File: config.mk
export PLATFORM = sky130hd
export DESIGN_NAME = wishbone_decoder_flat
export DESIGN_NICKNAME = d
export VERILOG_FILES = /design/src/rtl/wishbone_decoder_pkg.sv /design/src/rtl/wishbone_decoder_if.sv /design/src/rtl/wishbone_decoder_timeout_counter.sv /design/src/rtl/wishbone_decoder.sv /design/src/flat_wrapper.sv
export SDC_FILE = /design/constraint.sdc
export NUM_CORES = 1
export LEC_CHECK = 0
export BUFFER_PORTS_ARGS = -buffer_cell sky130_fd_sc_hd__buf_2
export CORE_AREA = 3 3 144 146
export DETAILED_ROUTE_END_ITERATION = 16
export DIE_AREA = 0 0 147 149
export PLACE_DENSITY_LB_ADDON = 0.15
export SYNTH_ARGS = -nofsm -noshare
export SYNTH_HDL_FRONTEND = slang
export SYNTH_SLANG_ARGS = --single-unit
File: constraint.sdc
create_clock -name clock -period 1.75 [get_ports clock]
set_clock_uncertainty 0.05 [all_clocks]
set_input_delay 0.2625 -clock clock [delete_from_list [all_inputs] [get_ports clock]]
set_output_delay 0.2625 -clock clock [all_outputs]
set_load 0.005 [all_outputs]
File: src/rtl/wishbone_decoder_pkg.sv
// Shared types and helpers for the Wishbone address decoder.
// Holds the FSM state encoding, the decode result struct and the
// slave-lookup function used by the top-level decoder.
package wb_decoder_pkg;

    localparam int MAX_SLAVES      = 16;
    localparam int MAX_ADDR_WIDTH  = 64;
    localparam int FAULT_CNT_WIDTH = 8;

    typedef enum logic [1:0] {
        IDLE   = 2'd0,
        BUSY   = 2'd1,
        DECERR = 2'd2,
        TOERR  = 2'd3
    } state_t;

    typedef struct packed {
        logic       hit;
        logic [3:0] index;
    } decode_t;

    // Bases and masks arrive zero-extended into fixed 64-bit slots so one
    // function serves every ADDR_WIDTH. Scanning downwards lets the lowest
    // matching index overwrite the result, so it wins on overlap.
    function automatic decode_t decode_slave(
        input logic [MAX_ADDR_WIDTH-1:0]            adr,
        input logic [MAX_SLAVES*MAX_ADDR_WIDTH-1:0] bases,
        input logic [MAX_SLAVES*MAX_ADDR_WIDTH-1:0] masks,
        input int                                   num_slaves
    );
        decode_t result;
        result = '0;
        for (int i = MAX_SLAVES - 1; i >= 0; i--) begin
            if ((i < num_slaves) &&
                ((adr & masks[i*MAX_ADDR_WIDTH +: MAX_ADDR_WIDTH]) ==
                 bases[i*MAX_ADDR_WIDTH +: MAX_ADDR_WIDTH])) begin
                result.hit   = 1'b1;
                result.index = 4'(i);
            end
        end
        return result;
    endfunction

endpackage

File: src/rtl/wishbone_decoder_if.sv
// Bus bundle between one Wishbone master, the decoder and its slaves.
// Signal suffixes are from the decoder's point of view.
interface wishbone_decoder_if
    import wb_decoder_pkg::*;
#(
    parameter int NUM_SLAVES = 4,
    parameter int ADDR_WIDTH = 32,
    parameter int DATA_WIDTH = 32,
    parameter int SEL_WIDTH  = DATA_WIDTH / 8,
    parameter int TGA_WIDTH  = 2,
    parameter int TGC_WIDTH  = 3
);
    logic                             m_cyc_i, m_stb_i, m_we_i;
    logic [ADDR_WIDTH-1:0]            m_adr_i;
    logic [DATA_WIDTH-1:0]            m_dat_i;
    logic [SEL_WIDTH-1:0]             m_sel_i;
    logic [TGA_WIDTH-1:0]             m_tga_i;
    logic [TGC_WIDTH-1:0]             m_tgc_i;
    logic [DATA_WIDTH-1:0]            m_dat_o;
    logic                             m_ack_o, m_err_o, m_rty_o;

    logic [NUM_SLAVES-1:0]            s_cyc_o, s_stb_o;
    logic                             s_we_o;
    logic [ADDR_WIDTH-1:0]            s_adr_o;
    logic [DATA_WIDTH-1:0]            s_dat_o;
    logic [SEL_WIDTH-1:0]             s_sel_o;
    logic [TGA_WIDTH-1:0]             s_tga_o;
    logic [TGC_WIDTH-1:0]             s_tgc_o;
    logic [NUM_SLAVES*DATA_WIDTH-1:0] s_dat_i;
    logic [NUM_SLAVES-1:0]            s_ack_i, s_err_i, s_rty_i;

    logic                             fault_o;
    logic [ADDR_WIDTH-1:0]            fault_adr_o;
    logic [FAULT_CNT_WIDTH-1:0]       fault_count_o;

    // Processor side.
    modport master (
        output m_cyc_i, m_stb_i, m_we_i, m_adr_i, m_dat_i, m_sel_i, m_tga_i, m_tgc_i,
        input  m_dat_o, m_ack_o, m_err_o, m_rty_o,
        input  fault_o, fault_adr_o, fault_count_o
    );

    // Decoder side: slave to the processor, fan-out to the peripherals.
    modport slave (
        input  m_cyc_i, m_stb_i, m_we_i, m_adr_i, m_dat_i, m_sel_i, m_tga_i, m_tgc_i,
        output m_dat_o, m_ack_o, m_err_o, m_rty_o,
        output s_cyc_o, s_stb_o, s_we_o, s_adr_o, s_dat_o, s_sel_o, s_tga_o, s_tgc_o,
        input  s_dat_i, s_ack_i, s_err_i, s_rty_i,
        output fault_o, fault_adr_o, fault_count_o
    );

endinterface

File: src/rtl/wishbone_decoder_timeout_counter.sv
// Watchdog for a locked slave access: counts stalled cycles and flags the
// cycle in which the count would reach TIMEOUT.
module wb_timeout_counter #(
    parameter int TIMEOUT       = 255,
    parameter int TIMEOUT_WIDTH = $clog2(TIMEOUT + 1)
) (
    input  logic clock,
    input  logic reset,
    input  logic enable,
    input  logic clear,
    output logic expired
);
    logic [TIMEOUT_WIDTH-1:0] cnt_q, cnt_d;

    // Fire combinationally so the FSM leaves BUSY on the same edge the
    // count would reach TIMEOUT; clear always dominates.
    always_comb begin
        expired = enable && !clear && (cnt_q == TIMEOUT_WIDTH'(TIMEOUT - 1));
        cnt_d   = cnt_q + TIMEOUT_WIDTH'(1);
        if (clear || !enable || expired) begin
            cnt_d = '0;
        end
    end

    // Count register.
    always_ff @(posedge clock or negedge reset) begin
        if (!reset) begin
            cnt_q <= '0;
        end else begin
            cnt_q <= cnt_d;
        end
    end

endmodule

File: src/rtl/wishbone_decoder.sv
// One-master / NUM_SLAVES-slave Wishbone classic address decoder with a
// registered decode, per-cycle slave lock and decoder-generated bus errors
// for unmapped addresses and silent slaves.
// Optional fault logging (address + saturating count): WB_DECODER_FAULT_LOG_EN.
//
// state  | meaning
// IDLE   | waiting for cyc & stb, decoding the address
// BUSY   | locked to sel_q, responses pass through, watchdog running
// DECERR | one-cycle error for an unmapped address
// TOERR  | one-cycle error after the selected slave stalled too long
module wishbone_decoder
    import wb_decoder_pkg::*;
#(
    parameter int                            NUM_SLAVES    = 4,
    parameter int                            ADDR_WIDTH    = 32,
    parameter int                            DATA_WIDTH    = 32,
    parameter int                            SEL_WIDTH     = DATA_WIDTH / 8,
    parameter int                            TGA_WIDTH     = 2,
    parameter int                            TGC_WIDTH     = 3,
    parameter logic [NUM_SLAVES*ADDR_WIDTH-1:0] SLAVE_BASE =
        {32'hA000_0000, 32'h9000_0000, 32'h8000_0000, 32'h0000_0000},
    parameter logic [NUM_SLAVES*ADDR_WIDTH-1:0] SLAVE_MASK =
        {32'hF000_0000, 32'hFFFF_0000, 32'hFFFF_FF00, 32'hFFFF_F000},
    parameter int                            TIMEOUT       = 255,
    parameter int                            TIMEOUT_WIDTH = $clog2(TIMEOUT + 1)
) (
    input  logic               clock,
    input  logic               reset,
    wishbone_decoder_if.slave  bus
);
    localparam int SEL_IDX_W = (NUM_SLAVES > 1) ? $clog2(NUM_SLAVES) : 1;

    state_t                                state_q, state_d;
    logic [SEL_IDX_W-1:0]                  sel_q, sel_d;
    logic [MAX_SLAVES*MAX_ADDR_WIDTH-1:0]  bases_ext, masks_ext;
    decode_t                               dec;
    logic [DATA_WIDTH-1:0]                 sel_dat;
    logic                                  sel_ack, sel_err, sel_rty, sel_resp;
    logic                                  wd_enable, wd_clear, wd_expired;

    // Broadcast signals follow the master untouched.
    assign bus.s_we_o  = bus.m_we_i;
    assign bus.s_adr_o = ADDR_WIDTH'(bus.m_adr_i);
    assign bus.s_dat_o = DATA_WIDTH'(bus.m_dat_i);
    assign bus.s_sel_o = SEL_WIDTH'(bus.m_sel_i);
    assign bus.s_tga_o = TGA_WIDTH'(bus.m_tga_i);
    assign bus.s_tgc_o = TGC_WIDTH'(bus.m_tgc_i);

    // Widen the decode table into the fixed slot layout the package expects.
    always_comb begin
        bases_ext = '0;
        masks_ext = '0;
        for (int i = 0; i < NUM_SLAVES; i++) begin
            bases_ext[i*MAX_ADDR_WIDTH +: ADDR_WIDTH] = SLAVE_BASE[i*ADDR_WIDTH +: ADDR_WIDTH];
            masks_ext[i*MAX_ADDR_WIDTH +: ADDR_WIDTH] = SLAVE_MASK[i*ADDR_WIDTH +: ADDR_WIDTH];
        end
        dec = decode_slave(MAX_ADDR_WIDTH'(bus.m_adr_i), bases_ext, masks_ext, NUM_SLAVES);
    end

    // Response mux from the locked slave.
    always_comb begin
        sel_dat = '0;
        sel_ack = 1'b0;
        sel_err = 1'b0;
        sel_rty = 1'b0;
        for (int i = 0; i < NUM_SLAVES; i++) begin
            if (SEL_IDX_W'(i) == sel_q) begin
                sel_dat = bus.s_dat_i[i*DATA_WIDTH +: DATA_WIDTH];
                sel_ack = bus.s_ack_i[i];
                sel_err = bus.s_err_i[i];
                sel_rty = bus.s_rty_i[i];
            end
        end
        sel_resp = sel_ack | sel_err | sel_rty;
    end

    assign wd_enable = (state_q == BUSY) && bus.m_stb_i && !sel_resp;
    assign wd_clear  = (state_q != BUSY) || sel_resp;

    wb_timeout_counter #(
        .TIMEOUT       (TIMEOUT),
        .TIMEOUT_WIDTH (TIMEOUT_WIDTH)
    ) u_timeout (
        .clock   (clock),
        .reset   (reset),
        .enable  (wd_enable),
        .clear   (wd_clear),
        .expired (wd_expired)
    );

    // Next-state and master/slave outputs.
    always_comb begin
        state_d     = state_q;
        sel_d       = sel_q;
        bus.s_cyc_o = '0;
        bus.s_stb_o = '0;
        bus.m_dat_o = '0;
        bus.m_ack_o = 1'b0;
        bus.m_err_o = 1'b0;
        bus.m_rty_o = 1'b0;
        bus.fault_o = 1'b0;
        case (state_q)
            IDLE: begin
                if (bus.m_cyc_i && bus.m_stb_i) begin
                    if (dec.hit) begin
                        sel_d   = SEL_IDX_W'(dec.index);
                        state_d = BUSY;
                    end else begin
                        state_d = DECERR;
                    end
                end
            end
            BUSY: begin
                for (int i = 0; i < NUM_SLAVES; i++) begin
                    if (SEL_IDX_W'(i) == sel_q) begin
                        bus.s_cyc_o[i] = bus.m_cyc_i;
                        bus.s_stb_o[i] = bus.m_stb_i;
                    end
                end
                bus.m_dat_o = sel_dat;
                bus.m_ack_o = sel_ack;
                bus.m_err_o = sel_err;
                bus.m_rty_o = sel_rty;
                if (!bus.m_cyc_i) begin
                    state_d = IDLE;
                end else if (wd_expired) begin
                    state_d = TOERR;
                end
            end
            DECERR, TOERR: begin
                bus.m_err_o = 1'b1;
                bus.fault_o = 1'b1;
                state_d     = IDLE;
            end
            default: state_d = IDLE;
        endcase
    end

    // State and slave-select registers.
    always_ff @(posedge clock or negedge reset) begin
        if (!reset) begin
            state_q <= IDLE;
            sel_q   <= '0;
        end else begin
            state_q <= state_d;
            sel_q   <= sel_d;
        end
    end

`ifdef WB_DECODER_FAULT_LOG_EN
    logic [ADDR_WIDTH-1:0]      adr_q, adr_d, fault_adr_q, fault_adr_d;
    logic [FAULT_CNT_WIDTH-1:0] fault_cnt_q, fault_cnt_d;
    logic                       fault_entry;

    // Track the decode address and log it on entry to either error state.
    always_comb begin
        adr_d = adr_q;
        if (state_q == IDLE && bus.m_cyc_i && bus.m_stb_i) begin
            adr_d = bus.m_adr_i;
        end
        fault_entry = (state_q == IDLE || state_q == BUSY) &&
                      (state_d == DECERR || state_d == TOERR);
        fault_adr_d = fault_entry ? adr_d : fault_adr_q;
        fault_cnt_d = fault_cnt_q;
        if (fault_entry && fault_cnt_q != '1) begin
            fault_cnt_d = fault_cnt_q + FAULT_CNT_WIDTH'(1);
        end
    end

    // Fault log registers.
    always_ff @(posedge clock or negedge reset) begin
        if (!reset) begin
            adr_q       <= '0;
            fault_adr_q <= '0;
            fault_cnt_q <= '0;
        end else begin
            adr_q       <= adr_d;
            fault_adr_q <= fault_adr_d;
            fault_cnt_q <= fault_cnt_d;
        end
    end

    assign bus.fault_adr_o   = fault_adr_q;
    assign bus.fault_count_o = fault_cnt_q;
`else
    assign bus.fault_adr_o   = '0;
    assign bus.fault_count_o = '0;
`endif

endmodule
File: src/flat_wrapper.sv
// flat-port wrapper written by rule: the top's interface ports become plain ports
module wishbone_decoder_flat import wb_decoder_pkg::*;
#(
    parameter int                            NUM_SLAVES    = 4,
    parameter int                            ADDR_WIDTH    = 32,
    parameter int                            DATA_WIDTH    = 32,
    parameter int                            SEL_WIDTH     = DATA_WIDTH / 8,
    parameter int                            TGA_WIDTH     = 2,
    parameter int                            TGC_WIDTH     = 3,
    parameter logic [NUM_SLAVES*ADDR_WIDTH-1:0] SLAVE_BASE =
        {32'hA000_0000, 32'h9000_0000, 32'h8000_0000, 32'h0000_0000},
    parameter logic [NUM_SLAVES*ADDR_WIDTH-1:0] SLAVE_MASK =
        {32'hF000_0000, 32'hFFFF_0000, 32'hFFFF_FF00, 32'hFFFF_F000},
    parameter int                            TIMEOUT       = 255,
    parameter int                            TIMEOUT_WIDTH = $clog2(TIMEOUT + 1)
)
  (clock, reset, bus_m_cyc_i, bus_m_stb_i, bus_m_we_i, bus_m_adr_i, bus_m_dat_i, bus_m_sel_i, bus_m_tga_i, bus_m_tgc_i, bus_m_dat_o, bus_m_ack_o, bus_m_err_o, bus_m_rty_o, bus_s_cyc_o, bus_s_stb_o, bus_s_we_o, bus_s_adr_o, bus_s_dat_o, bus_s_sel_o, bus_s_tga_o, bus_s_tgc_o, bus_s_dat_i, bus_s_ack_i, bus_s_err_i, bus_s_rty_i, bus_fault_o, bus_fault_adr_o, bus_fault_count_o);
  wishbone_decoder_if #(.NUM_SLAVES(NUM_SLAVES), .ADDR_WIDTH(ADDR_WIDTH), .DATA_WIDTH(DATA_WIDTH), .SEL_WIDTH(SEL_WIDTH), .TGA_WIDTH(TGA_WIDTH), .TGC_WIDTH(TGC_WIDTH)) bus_i ();
  input  logic clock;
  input  logic reset;
  input wire logic [$bits(bus_i.m_cyc_i)-1:0] bus_m_cyc_i;
  input wire logic [$bits(bus_i.m_stb_i)-1:0] bus_m_stb_i;
  input wire logic [$bits(bus_i.m_we_i)-1:0] bus_m_we_i;
  input wire logic [$bits(bus_i.m_adr_i)-1:0] bus_m_adr_i;
  input wire logic [$bits(bus_i.m_dat_i)-1:0] bus_m_dat_i;
  input wire logic [$bits(bus_i.m_sel_i)-1:0] bus_m_sel_i;
  input wire logic [$bits(bus_i.m_tga_i)-1:0] bus_m_tga_i;
  input wire logic [$bits(bus_i.m_tgc_i)-1:0] bus_m_tgc_i;
  output wire logic [$bits(bus_i.m_dat_o)-1:0] bus_m_dat_o;
  output wire logic [$bits(bus_i.m_ack_o)-1:0] bus_m_ack_o;
  output wire logic [$bits(bus_i.m_err_o)-1:0] bus_m_err_o;
  output wire logic [$bits(bus_i.m_rty_o)-1:0] bus_m_rty_o;
  output wire logic [$bits(bus_i.s_cyc_o)-1:0] bus_s_cyc_o;
  output wire logic [$bits(bus_i.s_stb_o)-1:0] bus_s_stb_o;
  output wire logic [$bits(bus_i.s_we_o)-1:0] bus_s_we_o;
  output wire logic [$bits(bus_i.s_adr_o)-1:0] bus_s_adr_o;
  output wire logic [$bits(bus_i.s_dat_o)-1:0] bus_s_dat_o;
  output wire logic [$bits(bus_i.s_sel_o)-1:0] bus_s_sel_o;
  output wire logic [$bits(bus_i.s_tga_o)-1:0] bus_s_tga_o;
  output wire logic [$bits(bus_i.s_tgc_o)-1:0] bus_s_tgc_o;
  input wire logic [$bits(bus_i.s_dat_i)-1:0] bus_s_dat_i;
  input wire logic [$bits(bus_i.s_ack_i)-1:0] bus_s_ack_i;
  input wire logic [$bits(bus_i.s_err_i)-1:0] bus_s_err_i;
  input wire logic [$bits(bus_i.s_rty_i)-1:0] bus_s_rty_i;
  output wire logic [$bits(bus_i.fault_o)-1:0] bus_fault_o;
  output wire logic [$bits(bus_i.fault_adr_o)-1:0] bus_fault_adr_o;
  output wire logic [$bits(bus_i.fault_count_o)-1:0] bus_fault_count_o;
  assign bus_i.m_cyc_i = bus_m_cyc_i;
  assign bus_i.m_stb_i = bus_m_stb_i;
  assign bus_i.m_we_i = bus_m_we_i;
  assign bus_i.m_adr_i = bus_m_adr_i;
  assign bus_i.m_dat_i = bus_m_dat_i;
  assign bus_i.m_sel_i = bus_m_sel_i;
  assign bus_i.m_tga_i = bus_m_tga_i;
  assign bus_i.m_tgc_i = bus_m_tgc_i;
  assign bus_m_dat_o = bus_i.m_dat_o;
  assign bus_m_ack_o = bus_i.m_ack_o;
  assign bus_m_err_o = bus_i.m_err_o;
  assign bus_m_rty_o = bus_i.m_rty_o;
  assign bus_s_cyc_o = bus_i.s_cyc_o;
  assign bus_s_stb_o = bus_i.s_stb_o;
  assign bus_s_we_o = bus_i.s_we_o;
  assign bus_s_adr_o = bus_i.s_adr_o;
  assign bus_s_dat_o = bus_i.s_dat_o;
  assign bus_s_sel_o = bus_i.s_sel_o;
  assign bus_s_tga_o = bus_i.s_tga_o;
  assign bus_s_tgc_o = bus_i.s_tgc_o;
  assign bus_i.s_dat_i = bus_s_dat_i;
  assign bus_i.s_ack_i = bus_s_ack_i;
  assign bus_i.s_err_i = bus_s_err_i;
  assign bus_i.s_rty_i = bus_s_rty_i;
  assign bus_fault_o = bus_i.fault_o;
  assign bus_fault_adr_o = bus_i.fault_adr_o;
  assign bus_fault_count_o = bus_i.fault_count_o;
  wishbone_decoder #(.NUM_SLAVES(NUM_SLAVES), .ADDR_WIDTH(ADDR_WIDTH), .DATA_WIDTH(DATA_WIDTH), .SEL_WIDTH(SEL_WIDTH), .TGA_WIDTH(TGA_WIDTH), .TGC_WIDTH(TGC_WIDTH), .SLAVE_BASE(SLAVE_BASE), .SLAVE_MASK(SLAVE_MASK), .TIMEOUT(TIMEOUT), .TIMEOUT_WIDTH(TIMEOUT_WIDTH)) u_core (.clock(clock), .reset(reset), .bus(bus_i));
endmodule
== After elaboration in Yosys (flattened, before gate mapping) ==
Index checks and enable logic that the tools add are counted.
Operators by class
  reduce and logical (&&, ||, !) cells: 17
  bitwise operators: 2
  muxes and demuxes: 41
  equal/unequal tests: 13
  add/sub/neg operators: 1
Operator list (number)
  $mux 32: 5
  $logic_not 64->1: 1
  $eq 24x24->1 const B: 1
  $mux 1: 23
  $mux 5: 4
  $eq 16x16->1 const B: 1
  $add 8x1->8 const B: 1
  $eq 8x8->1 const B: 1
  $mux 2: 4
  $mux 4: 2
  $mux 8: 1
  $pmux 2 s3: 1
  $logic_and 1x1->1: 5
  $eq 2x2->1 const A: 2
  $eq 2x2->1 const B: 2
  $eq 4x4->1 const B: 1
  $logic_not 2->1: 2
  $ne 2x1->1 const B: 2
  $logic_not 1->1: 3
  $logic_or 1x1->1: 3
  $ne 3x3->1 const B: 1
  $reduce_and 3->1: 1
  $eq 1x2->1 const A: 1
  $eq 2x1->1 const B: 1
  4 further kinds: 5
Word-level totals
  input bits: 218
  output and inout port bits: 158
  flip-flop bits (word level): 12

== Depth between registers and ports, before layout ==
  word-level depth: 14
  mapped depth: 6
  mapped depth without buffers: 5

== Modules after synthesis ==
A second synthesis with hierarchy kept.
Unflattened totals
  cell total of the unflattened synthesis: 289
  area, all modules: 2711.4 µm²
By module, submodules not included
  wishbone_decoder: instances 1, sequential area each 100.1 µm², area an instance 2297.2 µm², cells each 249
  wb_timeout_counter: instances 1, sequential area each 200.2 µm², area an instance 414.1 µm², cells each 40

== Worst setup path after synthesis ==
OpenSTA, ideal clock, no wires.
  path type: register -> output
  start point: register u_core.sel_q[0]
  end point: output port bus_m_dat_o[16]
  stages on the path, launching flop included: 6
  required time: 1437 ps
  arrival: 1613 ps
  buffers on the path: 3
  setup slack: -175 ps
  cell sequence: dfrtp_1 > buf_6 > buf_4 > buf_2 > mux4_2 > and2_1
On the way
  word-level cells in the longest chain between the ends: 6
  elaborated cells on any way between the ends: 9
  classes of those cells: eq/ne: 3; mux: 5; reduce/logical: 1
Ends and longest elaborated chain
  start, declared: line wishbone_decoder.sv:34  | logic [SEL_IDX_W-1:0] sel_q, sel_d;
  start signal, assigned: line wishbone_decoder.sv:146  | sel_q <= sel_d;
  $logic_not 2->1: line wishbone_decoder.sv:67  | if (SEL_IDX_W'(i) == sel_q) begin
  $mux 32 (3 in a row): line wishbone_decoder.sv:67
  $mux 32 *: line wishbone_decoder.sv:67
  $mux 32 *: line wishbone_decoder.sv:102  | case (state_q)
  end, declared: line flat_wrapper.sv:29  | output wire logic [$bits(bus_i.m_dat_o)-1:0] bus_m_dat_o;
Mark *: on every way between the ends. The rest lies on a longest branch, timed or not.

== Final worst setup path ==
  start point: register u_core.sel_q[0]
  end point: output port bus_m_err_o
On the way
  word-level cells in the longest chain between the ends: 6
  elaborated cells on any way between the ends: 9
  classes of those cells: eq/ne: 3; mux: 5; reduce/logical: 1
Ends and longest elaborated chain
  $logic_not 2->1: line wishbone_decoder.sv:67
  $mux 1 (3 in a row): line wishbone_decoder.sv:67
  $mux 1 *: line wishbone_decoder.sv:67
  $pmux 1 s2 *: line wishbone_decoder.sv:102
  end, declared: line flat_wrapper.sv:31  | output wire logic [$bits(bus_i.m_err_o)-1:0] bus_m_err_o;
Marked as above.

==> PnR_summary.wiki <==
{| class="wikitable"
! Metric !! Value
|-
| Vias per cell || 3.52
|-
| Critical path endpoint || bus_m_err_o
|-
| Number of global-route vias before repair || between 2000 and 3000
|-
| Wire length of the first global-routing pass || around 16000 µm
|-
| Maximum VDD drop || approximately 0.00027 V
|-
| Crit Reg-Reg Endpoint || u_core.u_timeout.cnt_q[1]$_DFF_PN0_
|-
| Avg WL per Cell || between 15 and 20 µm
|-
| Number of instances in the synthesized netlist || between 200 and 300
|-
| Predominant post-synthesis flop cell || sky130_fd_sc_hd__dfrtp_1
|-
| Adder-cell share of the synthesized area || less than 1%
|-
| CTS sink cnt || 12
|-
| Smallest setup slack after layout || -0.280 ns
|-
| Critical path launch point type || register
|-
| Pre-CTS worst setup slack || -0.159 ns
|-
| Syn_area_per_cell || between 9 and 10 µm²
|-
| Arr. time, crit path || ~1.7 ns
|-
| Parity-gate share of the synthesized area counting xor and xnor cells || under 10%
|-
| Number of synthesized flops with an enable pin || 0
|-
| Number of buffers created by CTS || 3
|-
| Layout cell share with drive strength beyond 1 || around 70%
|-
| Flop and latch count out of synthesis || 12
|-
| CP Data Required Time || ~1.4 ns
|-
| Skew-Pair Late Insertion Delay || about 0.24 ns
|-
| IO buf count || 235
|-
| Clock-pin slew on the worst setup and hold paths || 0.04 ns
|-
| Number of antenna repair diodes || 0
|-
| Fraction of the core area covered by cells at the end of the flow || 20.3%
|-
| Top-level port count || around 380
|-
| R2r setup slk || -0.22 ns
|-
| Die height || about 150 µm
|-
| Number of standard-cell rows in the floorplan || a little over 50
|-
| Leakage power total || ~2 nW
|-
| Clock H-tree levels || 1
|-
| Global route total overflow || 0
|-
| Proportion of synthesized area in mux cells || around 30%
|-
| Cell taking the most area after synthesis || sky130_fd_sc_hd__buf_4
|-
| MaxCap Viol Count || 0
|-
| Worst setup startpoint || u_core.sel_q[0]$_DFFE_PN0P_
|-
| Clock tree root buffer cell || sky130_fd_sc_hd__clkbuf_16
|-
| DRT antenna net count || 0
|-
| Die Outline Area || roughly 22000 µm²
|-
| First-pass DRT Iterations || 4
|-
| Hold Crit Class || input port to register
|-
| Power per cell area || 528 nW/µm²
|-
| Max FO, Critical Path || 4
|-
| Violation count after the first detailed-route iteration || 28
|-
| Cell depth of the worst flop-to-flop path || 7
|-
| CTS tree || done
|-
| Number of distinct library cells after synthesis || 35
|-
| Cells taking the most area after synthesis || sky130_fd_sc_hd__buf_4, sky130_fd_sc_hd__mux4_2, sky130_fd_sc_hd__dfrtp_1, sky130_fd_sc_hd__and2_1, sky130_fd_sc_hd__nor2_1
|-
| Type of element capturing the critical path || output pin
|-
| Detailed-route DRC error count || 0
|-
| Async set or reset register ratio after synthesis || 100%
|-
| Startpoint of the lowest-slack register-to-register path || u_core.sel_q[0]$_DFFE_PN0P_
|-
| Routed wire length || ~11000 µm
|-
| Run status || finished with violations
|-
| Synth top area share || 32.7%
|-
| Share of the yosys chip area belonging to registers || between 10% and 20%
|-
| Start-to-end type of the worst setup path || register to output pin
|-
| Count of yosys warnings during synthesis || 0
|-
| Compound-gate portion of the synthesized area || about 2.3%
|-
| Clk buf depth || 2
|-
| Final weighted congestion of routability-driven global placement || between 0.7 and 0.8
|-
| Initial antenna violation count || 3
|-
| Simple-Gate Fraction of Synth Area || 18.3%
|-
| Failing checks || setup timing
|-
| Time the worst path needs with I/O delays and setup || 2.03 ns
|-
| Core Area || about 20000 µm²
|-
| Maximum number of pins on one net before global-route repair || 24
|-
| HPWL after DPL || approximately 10000 µm
|-
| Netlist area before placement || ~2700 µm²
|-
| DR vias || roughly 2500
|-
| Cell types with the highest counts after synthesis || sky130_fd_sc_hd__buf_4, sky130_fd_sc_hd__and2_1, sky130_fd_sc_hd__mux4_2
|-
| Initial Utilization || 13.6%
|-
| Net count, final || 678
|-
| Aggregate global-route resource usage || under 10%
|-
| Largest family of logic cells by synthesized area || buffers and inverters
|-
| Endpoints failing setup || between 40 and 50
|-
| Fmax || between 0.4 and 0.5 GHz
|-
| Tot Pwr || ~2.1 mW
|-
| Tcrit/Tclk final || 116%
|-
| Slew Limit Fails || 0
|-
| Unrepaired setup endpoints after global routing || yes
|-
| Number of failing hold endpoints at the final stage || 0
|-
| Dominant cell by count in the synthesized netlist || sky130_fd_sc_hd__buf_4
|-
| Width of the die || roughly 150 µm
|-
| Area overhead of the layout relative to synthesis || 48.9%
|}
==> final cells by class <==
cell class / count / area (µm²)
fill: 2251 / 15600
multi-input combinational: 178 / 1680
timing repair buffer: 261 / 1560
tap: 265 / 332
sequential: 12 / 304
clock buffer: 4 / 88.8
inverter: 2 / 7.51
==> layer usage <==
layer  part of all wire (%)  vias to the layer above  wire [µm]  GRT usage, %
met5                   0.35                        -         40             0
met2                     56                      161       6340          18.8
met4                   0.71                        6         80         0.979
li1                       -                     1182          -             -
met1                     32                     1179       3630          9.22
met3                     11                       16       1200          3.65
==> cell usage in the layout (no fill, tap or decap), types with 3 or more instances in the layout <==
cell | netlist | routed
sky130_fd_sc_hd__and2_1 | 35 | 24
sky130_fd_sc_hd__and2_4 | 0 | 11
sky130_fd_sc_hd__buf_12 | 0 | 4
sky130_fd_sc_hd__buf_2 | 3 | 223
sky130_fd_sc_hd__buf_4 | 116 | 12
sky130_fd_sc_hd__buf_6 | 1 | 18
sky130_fd_sc_hd__clkbuf_16 | 0 | 3
sky130_fd_sc_hd__conb_1 | 1 | 40
sky130_fd_sc_hd__dfrtp_1 | 12 | 9
sky130_fd_sc_hd__dfrtp_2 | 0 | 3
sky130_fd_sc_hd__mux4_2 | 35 | 35
sky130_fd_sc_hd__nand2_1 | 7 | 4
sky130_fd_sc_hd__nand3_1 | 4 | 4
sky130_fd_sc_hd__nor2_1 | 18 | 14
sky130_fd_sc_hd__nor2_2 | 0 | 3
sky130_fd_sc_hd__nor4_1 | 3 | 3
sky130_fd_sc_hd__xnor2_1 | 3 | 3
sky130_fd_sc_hd__xor2_1 | 3 | 3
==> power breakdown <==
| part | internal (mW) | switching, mW |
|---|---|---|
| registers | 0.294 | 0.0264 |
| logic | 0.812 | 0.499 |
| clock network | 0.345 | 0.121 |
==> state kept, by name, summed over array words and instances, names as in the netlist <==
register,count
u_core.u_timeout.cnt_q,8
u_core.state_q,2
u_core.sel_q,2
==> logic make-up (layout without fill, tap and decap cells) <==
kind of cell,count (synthesis),after routing
fa+ha+maj,2,2
mux,36,36
xor+xnor,6,6
other cells,1,40
flops,12,12
buf+inv,130,267
compound gates,9,9
simple gates,85,85
==> timing repair <==
item / CTS / global route
endpoints found under the hold margin: 12 / 0
buffers inserted: 8 / 2
cloned: 2 / 0
hold buffers: 1 / 0
pin swaps: 16 / 12
endpoints found under the setup margin: 52 / 51
resized for setup: 26 / 31
==> metrics by stage <==
stage	hold slack, ns	setup TNS [ns]	instance area (µm²)	cells
finish	0.278	-10.36	3970	722
CTS	0.271	-12.08	3840	721
global route	0.295	-13.66	3970	722
detailed placement	0.121	-3.65	3530	706
floorplan	-0.0831	0	2840	320
global placement	0.122	-3.05	3530	706
==> worst max-delay path: stages (launching register included) <==
cell,delay (ns)
sky130_fd_sc_hd__dfrtp_2,0.42
sky130_fd_sc_hd__buf_12,0.12
sky130_fd_sc_hd__mux4_2,0.53
sky130_fd_sc_hd__buf_6,0.14
sky130_fd_sc_hd__a21o_1,0.15
sky130_fd_sc_hd__buf_6,0.12
==> how the worst min path moves through the flow <==
stage,from,to,slack (ns),cells past startpoint
2_1_floorplan,reset,u_core.sel_q[0]$_DFFE_PN0P_,-0.08,0
3_3_place_gp,reset,u_core.u_timeout.cnt_q[3]$_DFF_PN0_,0.12,1
3_5_place_dp,reset,u_core.u_timeout.cnt_q[3]$_DFF_PN0_,0.12,1
4_1_cts,bus_m_cyc_i,u_core.state_q[0]$_DFFE_PN0P_,0.27,3
5_1_grt,bus_m_cyc_i,u_core.state_q[0]$_DFFE_PN0P_,0.29,3
6_report,bus_m_cyc_i,u_core.state_q[0]$_DFFE_PN0P_,0.28,3
No activity file was read; power rests on OpenSTA's default activity.
